`src/rtl/ttc_pkg.sv`:
```
// Shared definitions for the TTC command decoder: word type codes,
// broadcast bit positions, counter/record widths and the handshake states.
package ttc_pkg;

  localparam int WORD_W    = 16;
  localparam int PAYLOAD_W = 8;
  localparam int BCID_W    = 12;
  localparam int EVID_W    = 24;
  localparam int ERR_W     = 8;
  localparam int REC_W     = EVID_W + BCID_W;

  // Bit positions inside the broadcast payload
  localparam int BCR_BIT = 0;
  localparam int ECR_BIT = 1;

  typedef enum logic [1:0] {
    TYPE_IDLE = 2'b00,
    TYPE_L1A  = 2'b01,
    TYPE_BRC  = 2'b10,
    TYPE_RSV  = 2'b11
  } word_type_e;

  typedef enum logic {
    ST_IDLE = 1'b0,
    ST_ACK  = 1'b1
  } hs_state_e;

  // Extract the type field from a decoded TTC word
  function automatic word_type_e word_type(input logic [WORD_W-1:0] w);
    return word_type_e'(w[WORD_W-1:WORD_W-2]);
  endfunction

endpackage

```
`src/rtl/ttc_cmd_decoder_if.sv`:
```
// Upstream word handshake and downstream trigger-record stream.
// master = environment side, slave = decoder side.
interface ttc_cmd_decoder_if;
  import ttc_pkg::*;

  logic                valid_in;
  logic [WORD_W-1:0]   data_in;
  logic                clr_valid;
  logic                trig_valid;
  logic                trig_ready;
  logic [REC_W-1:0]    trig_data;

  modport master (
    output valid_in, data_in, trig_ready,
    input  clr_valid, trig_valid, trig_data
  );

  modport slave (
    input  valid_in, data_in, trig_ready,
    output clr_valid, trig_valid, trig_data
  );

endinterface

```
`src/rtl/ttc_trig_fifo.sv`:
```
// Synchronous first-word-fall-through FIFO holding trigger records.
// A push into a full FIFO is accepted only when a pop happens in the same cycle.
module ttc_trig_fifo
  import ttc_pkg::*;
#(
  parameter int DEPTH = 8,
  parameter int WIDTH = REC_W
) (
  input  logic             clk,
  input  logic             rst,
  input  logic             push_i,
  input  logic [WIDTH-1:0] push_data_i,
  input  logic             pop_i,
  output logic [WIDTH-1:0] pop_data_o,
  output logic             full_o,
  output logic             empty_o
);

  localparam int AW = (DEPTH > 1) ? $clog2(DEPTH) : 1;
  localparam logic [AW:0] FULL_CNT = (AW+1)'(DEPTH);

  logic [WIDTH-1:0] mem_q [DEPTH];
  logic [AW-1:0]    wr_ptr_q;
  logic [AW-1:0]    rd_ptr_q;
  logic [AW:0]      count_q;
  logic             do_push_s;
  logic             do_pop_s;

  assign empty_o    = (count_q == {(AW+1){1'b0}});
  assign full_o     = (count_q == FULL_CNT);
  assign do_pop_s   = pop_i & ~empty_o;
  assign do_push_s  = push_i & (~full_o | do_pop_s);
  assign pop_data_o = mem_q[rd_ptr_q];

  // Record storage; contents are qualified by the count, so no reset needed
  always_ff @(posedge clk) begin
    if (do_push_s) begin
      mem_q[wr_ptr_q] <= push_data_i;
    end
  end

  // Pointer and occupancy bookkeeping
  always_ff @(posedge clk) begin
    if (rst) begin
      wr_ptr_q <= {AW{1'b0}};
      rd_ptr_q <= {AW{1'b0}};
      count_q  <= {(AW+1){1'b0}};
    end else begin
      if (do_push_s) begin
        wr_ptr_q <= wr_ptr_q + AW'(1);
      end
      if (do_pop_s) begin
        rd_ptr_q <= rd_ptr_q + AW'(1);
      end
      case ({do_push_s, do_pop_s})
        2'b10:   count_q <= count_q + (AW+1)'(1);
        2'b01:   count_q <= count_q - (AW+1)'(1);
        default: count_q <= count_q;
      endcase
    end
  end

endmodule

```
`src/rtl/ttc_cmd_decoder.sv`:
```
// TTC command decoder: two-state capture/acknowledge handshake with the
// upstream word decoder, command pulse generation, BCID/EVID counters,
// reserved-word error counter and an L1A trigger-record FIFO.
module ttc_cmd_decoder
  import ttc_pkg::*;
#(
  parameter int MAX_BCID   = 3563,
  parameter int FIFO_DEPTH = 8
) (
  input  logic                 clk,
  input  logic                 rst,
  ttc_cmd_decoder_if.slave     bus,
  input  logic                 bc_stb,
  output logic                 l1a,
  output logic                 bcr,
  output logic                 ecr,
  output logic                 brc_stb,
  output logic [PAYLOAD_W-1:0] brc_cmd,
  output logic [BCID_W-1:0]    bcid,
  output logic [EVID_W-1:0]    evid,
  output logic                 fifo_ovf,
  output logic [ERR_W-1:0]     err_cnt
);

  localparam logic [BCID_W-1:0] BCID_LAST = BCID_W'(MAX_BCID);

  hs_state_e            state_q;
  logic                 clr_valid_q;
  logic [PAYLOAD_W-1:0] payload_q;
  logic                 l1a_q, bcr_q, ecr_q, brc_stb_q;
  logic [BCID_W-1:0]    bcid_q, bcid_d;
  logic [EVID_W-1:0]    evid_q, evid_d;
  logic [ERR_W-1:0]     err_q, err_d;
  logic                 ovf_q, ovf_d;

  logic capture_s;
  logic is_l1a_s, is_bcr_s, is_ecr_s, is_brc_s, is_err_s;
  logic fifo_full_s, fifo_empty_s, fifo_pop_s, drop_s;

  // A word is taken only in IDLE; in ACK the still-asserted valid is stale
  assign capture_s = (state_q == ST_IDLE) & bus.valid_in;

  // Classify the word being captured this cycle
  always_comb begin
    is_l1a_s = 1'b0;
    is_bcr_s = 1'b0;
    is_ecr_s = 1'b0;
    is_brc_s = 1'b0;
    is_err_s = 1'b0;
    if (capture_s) begin
      case (word_type(bus.data_in))
        TYPE_L1A: is_l1a_s = 1'b1;
        TYPE_BRC: begin
          is_bcr_s = bus.data_in[BCR_BIT];
          is_ecr_s = bus.data_in[ECR_BIT];
          is_brc_s = |bus.data_in[PAYLOAD_W-1:2];
        end
        TYPE_RSV:  is_err_s = 1'b1;
        TYPE_IDLE: is_err_s = 1'b0;
        default:   is_err_s = 1'b0;
      endcase
    end else begin
      is_err_s = 1'b0;
    end
  end

  // A full FIFO only loses the record when nothing leaves in the same cycle
  assign fifo_pop_s = bus.trig_ready & ~fifo_empty_s;
  assign drop_s     = is_l1a_s & fifo_full_s & ~fifo_pop_s;

  // Next values of the counters and the sticky overflow flag
  always_comb begin
    bcid_d = bcid_q;
    evid_d = evid_q;
    err_d  = err_q;
    ovf_d  = ovf_q | drop_s;
    // BCR has priority over a coincident bunch-crossing strobe
    if (is_bcr_s) begin
      bcid_d = {BCID_W{1'b0}};
    end else if (bc_stb) begin
      bcid_d = (bcid_q == BCID_LAST) ? {BCID_W{1'b0}} : bcid_q + BCID_W'(1);
    end else begin
      bcid_d = bcid_q;
    end
    if (is_ecr_s) begin
      evid_d = {EVID_W{1'b0}};
    end else if (is_l1a_s) begin
      evid_d = evid_q + EVID_W'(1);
    end else begin
      evid_d = evid_q;
    end
    if (is_err_s && (err_q != {ERR_W{1'b1}})) begin
      err_d = err_q + ERR_W'(1);
    end else begin
      err_d = err_q;
    end
  end

  // Handshake FSM with registered pulses and counters
  always_ff @(posedge clk) begin
    if (rst) begin
      state_q     <= ST_IDLE;
      clr_valid_q <= 1'b0;
      payload_q   <= {PAYLOAD_W{1'b0}};
      l1a_q       <= 1'b0;
      bcr_q       <= 1'b0;
      ecr_q       <= 1'b0;
      brc_stb_q   <= 1'b0;
      bcid_q      <= {BCID_W{1'b0}};
      evid_q      <= {EVID_W{1'b0}};
      err_q       <= {ERR_W{1'b0}};
      ovf_q       <= 1'b0;
    end else begin
      case (state_q)
        ST_IDLE: begin
          if (bus.valid_in) begin
            state_q     <= ST_ACK;
            clr_valid_q <= 1'b1;
            payload_q   <= bus.data_in[PAYLOAD_W-1:0];
          end else begin
            state_q     <= ST_IDLE;
            clr_valid_q <= 1'b0;
          end
        end
        ST_ACK: begin
          state_q     <= ST_IDLE;
          clr_valid_q <= 1'b0;
        end
        default: begin
          state_q     <= ST_IDLE;
          clr_valid_q <= 1'b0;
        end
      endcase
      l1a_q     <= is_l1a_s;
      bcr_q     <= is_bcr_s;
      ecr_q     <= is_ecr_s;
      brc_stb_q <= is_brc_s;
      bcid_q    <= bcid_d;
      evid_q    <= evid_d;
      err_q     <= err_d;
      ovf_q     <= ovf_d;
    end
  end

  // Record holds the counters as registered before this cycle's updates
  ttc_trig_fifo #(
    .DEPTH (FIFO_DEPTH),
    .WIDTH (REC_W)
  ) u_fifo (
    .clk         (clk),
    .rst         (rst),
    .push_i      (is_l1a_s),
    .push_data_i ({evid_q, bcid_q}),
    .pop_i       (fifo_pop_s),
    .pop_data_o  (bus.trig_data),
    .full_o      (fifo_full_s),
    .empty_o     (fifo_empty_s)
  );

  assign bus.clr_valid  = clr_valid_q;
  assign bus.trig_valid = ~fifo_empty_s;
  assign l1a            = l1a_q;
  assign bcr            = bcr_q;
  assign ecr            = ecr_q;
  assign brc_stb        = brc_stb_q;
  assign brc_cmd        = payload_q;
  assign bcid           = bcid_q;
  assign evid           = evid_q;
  assign err_cnt        = err_q;
  assign fifo_ovf       = ovf_q;

endmodule

```
`src/flat_wrapper.sv`:
```
// flat-port wrapper written by rule: the top's interface ports become plain ports
module ttc_cmd_decoder_flat import ttc_pkg::*;
#(
  parameter int MAX_BCID   = 3563,
  parameter int FIFO_DEPTH = 8
)
  (clk, rst, bc_stb, l1a, bcr, ecr, brc_stb, brc_cmd, bcid, evid, fifo_ovf, err_cnt, bus_valid_in, bus_data_in, bus_trig_ready, bus_clr_valid, bus_trig_valid, bus_trig_data);
  ttc_cmd_decoder_if bus_i ();
  input  logic clk;
  input  logic rst;
  input  logic bc_stb;
  output logic l1a;
  output logic bcr;
  output logic ecr;
  output logic brc_stb;
  output logic [PAYLOAD_W-1:0] brc_cmd;
  output logic [BCID_W-1:0] bcid;
  output logic [EVID_W-1:0] evid;
  output logic fifo_ovf;
  output logic [ERR_W-1:0] err_cnt;
  input wire logic [$bits(bus_i.valid_in)-1:0] bus_valid_in;
  input wire logic [$bits(bus_i.data_in)-1:0] bus_data_in;
  input wire logic [$bits(bus_i.trig_ready)-1:0] bus_trig_ready;
  output wire logic [$bits(bus_i.clr_valid)-1:0] bus_clr_valid;
  output wire logic [$bits(bus_i.trig_valid)-1:0] bus_trig_valid;
  output wire logic [$bits(bus_i.trig_data)-1:0] bus_trig_data;
  assign bus_i.valid_in = bus_valid_in;
  assign bus_i.data_in = bus_data_in;
  assign bus_i.trig_ready = bus_trig_ready;
  assign bus_clr_valid = bus_i.clr_valid;
  assign bus_trig_valid = bus_i.trig_valid;
  assign bus_trig_data = bus_i.trig_data;
  ttc_cmd_decoder #(.MAX_BCID(MAX_BCID), .FIFO_DEPTH(FIFO_DEPTH)) u_core (.clk(clk), .rst(rst), .bus(bus_i), .bc_stb(bc_stb), .l1a(l1a), .bcr(bcr), .ecr(ecr), .brc_stb(brc_stb), .brc_cmd(brc_cmd), .bcid(bcid), .evid(evid), .fifo_ovf(fifo_ovf), .err_cnt(err_cnt));
endmodule
```
`config.mk`:
```
export PLATFORM = sky130hd
export DESIGN_NAME = ttc_cmd_decoder_flat
export DESIGN_NICKNAME = d
export VERILOG_FILES = /design/src/rtl/ttc_pkg.sv /design/src/rtl/ttc_cmd_decoder_if.sv /design/src/rtl/ttc_trig_fifo.sv /design/src/rtl/ttc_cmd_decoder.sv /design/src/flat_wrapper.sv
export SDC_FILE = /design/constraint.sdc
export NUM_CORES = 1
export LEC_CHECK = 0
export ABC_AREA = 1
export CAP_MARGIN = 40
export CORE_UTILIZATION = 45
export CTS_CLUSTER_DIAMETER = 50
export DETAILED_ROUTE_END_ITERATION = 8
export SYNTH_ARGS = -nofsm -noshare
export SYNTH_HDL_FRONTEND = slang
export SYNTH_HIERARCHICAL = 1
export SYNTH_SLANG_ARGS = --single-unit
```
`constraint.sdc`:
```
create_clock -name clk -period 8.3 [get_ports clk]
set_input_delay 0.83 -clock clk [delete_from_list [all_inputs] [get_ports clk]]
set_output_delay 0.83 -clock clk [all_outputs]
set_load 0.02 [all_outputs]
```
==> flow_summary.ini, run 1 <==
[timing]
finalCriticalPeriod_ns = 4.23
fin_crit_sh_pct = 50.9
rsz0062_at_grt = false
worstMarginPinSlew_ns = 0.907
finalSetupTns_ns = 0
skew_ns = 0.0114
slew_headroom_pct = 39.5
report.final.slew_viol_count = 0
setup_viol = 0
fmax_mhz = 237
fin_ws_ns = 4.07
hold_violations = 0

[pwr]
ir_worst_vdd_v = 0.000143
powerDensity_nw_per_um2 = 235
leakage_nw = 5.96
finalPower_mw = 4.10

[setup_path]
critPathLaunchType = flip-flop
cpMostUsedCell = nand2_1
reg2reg_depth = 13
cp_slowest_cell = buf_4
reg2reg_slack_ns = 5.34
r2r-start = u_core/u_fifo/count_q[0]
r2r_end = u_core/u_fifo/mem_q[4][23]
cp_max_fo = 92
crit_chain = buf_4, o21ai_0, o22ai_1, nand2_1, nand2_1, clkdlybuf4s50_1
critical_path.endpoint_type = output port
max_stage_delay_ns = 0.76
worstPathArrival_ns = 3.40
cp.required_ns = 7.47
crit_type = flip-flop to output port

[global_routing]
antenna_found_initial = 0
track_usage_pct = 18.7
grt_pass1_vias = 9020
grt_pass1_wl_mm = 48.8
overflow = 0
grt_max_degree = 93

[logic_synthesis]
yosysSeqAreaShare_pct = 68.3
synth-edff-count = 288
synth_most_common_cell = edfxtp_1
synth_flop_cell = edfxtp_1
ys_warn_count = 6
synthArstFlopShare_pct = 0
synth_cell_types = 41
ys_seq_elements = 359
avgSynthCellArea_um2 = 11.8
yosys-top-cells-count = 288 x edfxtp_1, 225 x nand2_1, 173 x nor2_1, 88 x o21ai_0, 76 x inv_1
synthCells = 1254
syn_area_um2 = 14800
synth_fp_nets = 1283
synth_area_leaders = edfxtp_1 59%, dfxtp_1 9.6%, nand2_1 5.7%
yosysTopAreaCell = edfxtp_1
synth_top_area_share_pct = 58.6

[finish]
nets = 1395
area_growth_syn_to_layout_pct = 18.4
drive_gt1_share_pct = 8.39
antenna_cells = 0

[clock_network]
clockBufferDepth = 3
cts.sinks = 359
post-cts-setup-buffer-count = 0
clock-root-buffer = clkbuf_16
ctsResizeCount = 0
hold_buffers = 0
cts_tree = yes
cts_buffers = 40
clk-insertion-delay-late_ns = 0.52
path_clk_slew_ns = 0.05
htree_levels = 2

[floorplanning]
ios = 116
core_area_um2 = 31900
rows = 65
die_x_um = 183
die_h_um = 183
start_util_pct = 46.3
fp.dieArea_um2 = 33500

[placed_design]
place_ws_ns = 4.47
gp_congestion = 0.766
hpwl_mm = 17.7
port_buffers = 109

[routing]
wl_per_cell_um = 17.1
vias_per_cell = 5.13
drt_iter0_drc = 562
vias = 9390
ant_nets = 0
drt-pass1-iter-count = 5
drt-total-wl_mm = 31.3
drc = 0

[worst_hold_path]
hold_start = u_core/fifo_ovf
hold_path.class = flip-flop to flip-flop
hold-path-endpoint = u_core/fifo_ovf
min_path_cells = 2

[status]
status = finished, final reports clean

[job]
drv_cap = 0
[per-stage QoR]
stage / cells / hold WS (ns) / utilization [%] / cell area, µm²
3_5_place_dp: 1759 / 0.448 / 50.8 / 16200
6_report: 1830 / 0.465 / 54.8 / 17500
4_1_cts: 1830 / 0.465 / 54.8 / 17500
5_1_grt: 1830 / 0.496 / 54.8 / 17500
3_3_place_gp: 1758 / 0.438 / 50.8 / 16200
2_1_floorplan: 1254 / 0.433 / - / 14800
[final cells by class]
type	count	area [µm²]
Fill cell	2766	14400
Clock buffer	57	1160
Multi-Input combinational cell	759	4060
Clock inverter	14	109
Inverter	83	313
Sequential cell	359	10100
Timing Repair Buffer	123	1210
Tap cell	435	544
[cells by family (layout without fill, tap and decap cells)]
logic type               Yosys count  in the layout  synth area share [%]
XOR/XNOR                          10             10                 0.594
multiplexers                      72             72                  4.89
buffers and inverters            136            277                  4.65
AO/OA/AOI/OAI                    192            192                  7.34
AND/OR/NAND/NOR                  477            477                  13.5
adder cells (fa/ha/maj)            8              8                 0.729
flip-flops                       359            359                  68.3
[report_power, final]
part           internal (mW)  leakage (nW)  switching [mW]
sequential              1.94          3.19          0.0358
clock                   1.00         0.620           0.670
combinational          0.185          2.15           0.267
total                   3.13          5.96           0.972
[per-layer routing]
| metal | vias up | global-route usage (%) | part of all wire (%) |
|---|---|---|---|
| met2 | 198 | 31.0 | 47 |
| met4 | 0 | 5.47 | 2.0 |
| met5 | - | 0 | 0 |
| li1 | 4627 | - | - |
| met3 | 46 | 3.24 | 4.6 |
| met1 | 4519 | 25.3 | 46 |
[registers in the layout, summed over array words and instances, names as in the netlist, named ones only]
name	cells
u_core/l1a	1
u_core/err_cnt	8
u_core/bcr	1
u_core/evid	24
u_core/brc_cmd	8
u_core/u_fifo/rd_ptr_q	3
u_core/u_fifo/wr_ptr_q	3
u_core/ecr	1
u_core/u_fifo/mem_q	288
u_core/brc_stb	1
u_core/bus.clr_valid	1
u_core/fifo_ovf	1
u_core/bcid	12
u_core/u_fifo/count_q	4
[cell usage in the layout (no fill, tap or decap), types with 3 or more instances in the layout]
master / count
edfxtp_1: 288
nand2_1: 225
nor2_1: 165
clkdlybuf4s50_1: 109
o21ai_0: 88
inv_1: 76
mux2i_1: 72
o22ai_1: 72
dfxtp_1: 68
clkbuf_16: 41
nand3_1: 32
a21oi_1: 24
buf_4: 13
nor2_4: 11
clkbuf_1: 9
nor3_1: 9
xor2_1: 9
clkbuf_8: 7
clkinv_2: 7
nand2_2: 7
nand4_1: 7
ha_1: 7
inv_2: 5
nor2_2: 4
clkinv_1: 3
o21ai_2: 3
[worst max-delay path: cells and delay by family (launching register included)]
family                 cells  cell delay (ns)
flip-flops                 1             0.70
buffers and inverters      2             1.40
AND/OR/NAND/NOR            2             0.22
AO/OA/AOI/OAI              2             0.47
[worst max-delay path by stage]
stage               cells after the start                    endpoint       startpoint
global placement                        5            bus_trig_data[8]        flip-flop
CTS                                     7            bus_trig_data[8]        flip-flop
detailed placement                      8  u_core/u_fifo/mem_q[4][11]     bus_valid_in
floorplan                               7   u_core/u_fifo/mem_q[0][0]  bus_data_in[15]
finish                                  6           bus_trig_data[14]        flip-flop
global route                            7           bus_trig_data[33]        flip-flop
No activity file was read; power rests on OpenSTA's default activity.
==> run 2: changes to the inputs <==
- PLACE_DENSITY: not set -> 0.67
- clock period: 8.3 -> 3.4 ns (I/O delays scaled with it)
==> run 2 against run 1 <==
Via count grew 1.7%; non-clock buffer count grew 14; utilization up 0.30 points; final cell count is 0.60% higher; flip-flop and latch count unchanged; critical path type unchanged; critical endpoint is now bus_trig_data[34].
==> flow_summary.ini, run 2 (synthesized netlist as in run 1, its figures left out) <==
[setup_path]
r2r_end = u_core/u_fifo/mem_q[4][27]
crit_type = flip-flop to output port
critPathLaunchType = flip-flop
cp_max_fo = 25
worstPathArrival_ns = 2.83
r2r-start = u_core/u_fifo/count_q[3]
reg2reg_slack_ns = 0.93
reg2reg_depth = 13
cp.required_ns = 3.06
critical_path.endpoint_type = output port

[finish]
fillers = 2697
nets = 1407
top_register = u_core/u_fifo/mem_q
antenna_cells = 0
mostFrequentLayoutCell = edfxtp_1
stdcell_area_um2 = 17600
area_growth_syn_to_layout_pct = 19.0
drive_gt1_share_pct = 8.82
final_cell_mix = 288 x edfxtp_1, 225 x nand2_1, 165 x nor2_1
multi_input_area_um2 = 4060
fin_cells = 1841
seq_area_um2 = 10100
largest_reg_flops = 288

[worst_hold_path]
hold_path.class = input pin to flip-flop
min_path_cells = 3
hold-path-endpoint = u_core/bcr
hold_start = bus_data_in[0]

[clock_network]
cts_buffers = 38
clk-insertion-delay-late_ns = 0.53
post-cts-setup-buffer-count = 0
cts_tree = yes
clockBufferDepth = 3
clock-root-buffer = clkbuf_16
htree_levels = 2
path_clk_slew_ns = 0.06
cts.sinks = 359

[timing]
finalCriticalPeriod_ns = 3.17
fin_ws_ns = 0.229
slew_headroom_pct = 49.0
skew_ns = 0.0180
rsz0062_at_grt = false
fin_crit_sh_pct = 93.3
fmax_mhz = 315
worstMarginPinSlew_ns = 0.760
hold_violations = 0
report.final.slew_viol_count = 0
finalSetupTns_ns = 0
setup_viol = 0

[placed_design]
dpl_cell_area_um2 = 16400
dp.cells = 1773
hpwl_mm = 18.8
place_ws_ns = 0.607
gp_congestion = 0.799
port_buffers = 109

[routing]
wl_per_cell_um = 17.2
drt-pass1-iter-count = 5
vias = 9550
drt-total-wl_mm = 31.6
drt_iter0_drc = 591
drc = 0
ant_nets = 0
vias_per_cell = 5.19

[pwr]
powerDensity_nw_per_um2 = 565
leakage_nw = 6.03
ir_worst_vdd_v = 0.000331

[floorplanning]
start_util_pct = 46.3
fp.dieArea_um2 = 33500
die_x_um = 183
die_h_um = 183
ios = 116
core_area_um2 = 31900
rows = 65

[global_routing]
grt_max_degree = 81
grt_pass1_vias = 9296
track_usage_pct = 19.4
overflow = 0
antenna_found_initial = 0
grt_pass1_wl_mm = 50.5

[job]
drv_cap = 0

[status]
status = finished, final reports clean
## run 2: cell count changes in the layout (fill, tap and decap cells not counted)
cell / previous run / this run
inv_8: 0 / 1
clkinv_2: 7 / 5
buf_4: 13 / 22
clkbuf_8: 7 / 2
buf_6: 0 / 1
clkinv_4: 1 / 2
clkinv_1: 3 / 7
clkinvlp_4: 2 / 0
buf_12: 1 / 5
inv_6: 2 / 1
inv_2: 5 / 6
## run 2: per-layer routing
layer	routed length, µm	global-route usage (%)	vias up
met5	0	0	-
met4	523	4.87	0
met3	1840	3.73	45
met2	15100	32.5	226
met1	14100	25.9	4616
li1	-	-	4663
## run 2: report_power, final
part | switching (mW) | total (mW) | internal (mW)
logic | 0.673 | 1.15 | 0.476
clock network | 1.63 | 3.95 | 2.32
registers | 0.0790 | 4.82 | 4.74
## run 2: worst max path at each step
stage / start / endpoint / slack [ns] / depth (start not counted)
after floorplan: u_core/u_fifo/count_q[3] / u_core/u_fifo/mem_q[0][0] / 0.15 / 12
after global placement: bus_valid_in / u_core/u_fifo/mem_q[4][23] / 0.67 / 8
after detailed placement: bus_valid_in / u_core/u_fifo/mem_q[4][23] / 0.61 / 8
after CTS: flip-flop / bus_trig_data[17] / 0.16 / 6
after global routing: flip-flop / bus_trig_data[14] / 0.08 / 7
final: flip-flop / bus_trig_data[34] / 0.23 / 7
## run 2: stage by stage
stage / power (mW) / hold WS, ns / utilization [%]
floorplan: 5.67 / 0.409 / -
global placement: 6.04 / 0.438 / 51.3
detailed placement: 6.06 / 0.449 / 51.3
CTS: 10.0 / 0.394 / 55.1
global route: 10.3 / 0.436 / 55.1
finish: 9.92 / 0.419 / 55.1
## run 2: critical path, stage by stage, from the launching register on
cell	delay (ns)
dfxtp_4	0.46
inv_2	0.45
buf_12	0.26
nor2_1	0.07
o22ai_1	0.18
nand2_1	0.08
nand2_1	0.16
clkdlybuf4s50_1	0.63
## run 2: cell type report
cell class	count	share of cell area [%]
clock buffers	52	6.19
clock inverters	16	0.655
inverters	83	1.77
multi-input cells	759	23.1
flip-flops and latches	359	57.4
well taps	435	3.10
repair buffers	137	7.79
## run 2: repair_timing
action                                  CTS  global route
endpoints found under the setup margin    0             1
resized for setup                         0             1
endpoints found under the hold margin     0             0
hold buffers                              0             0
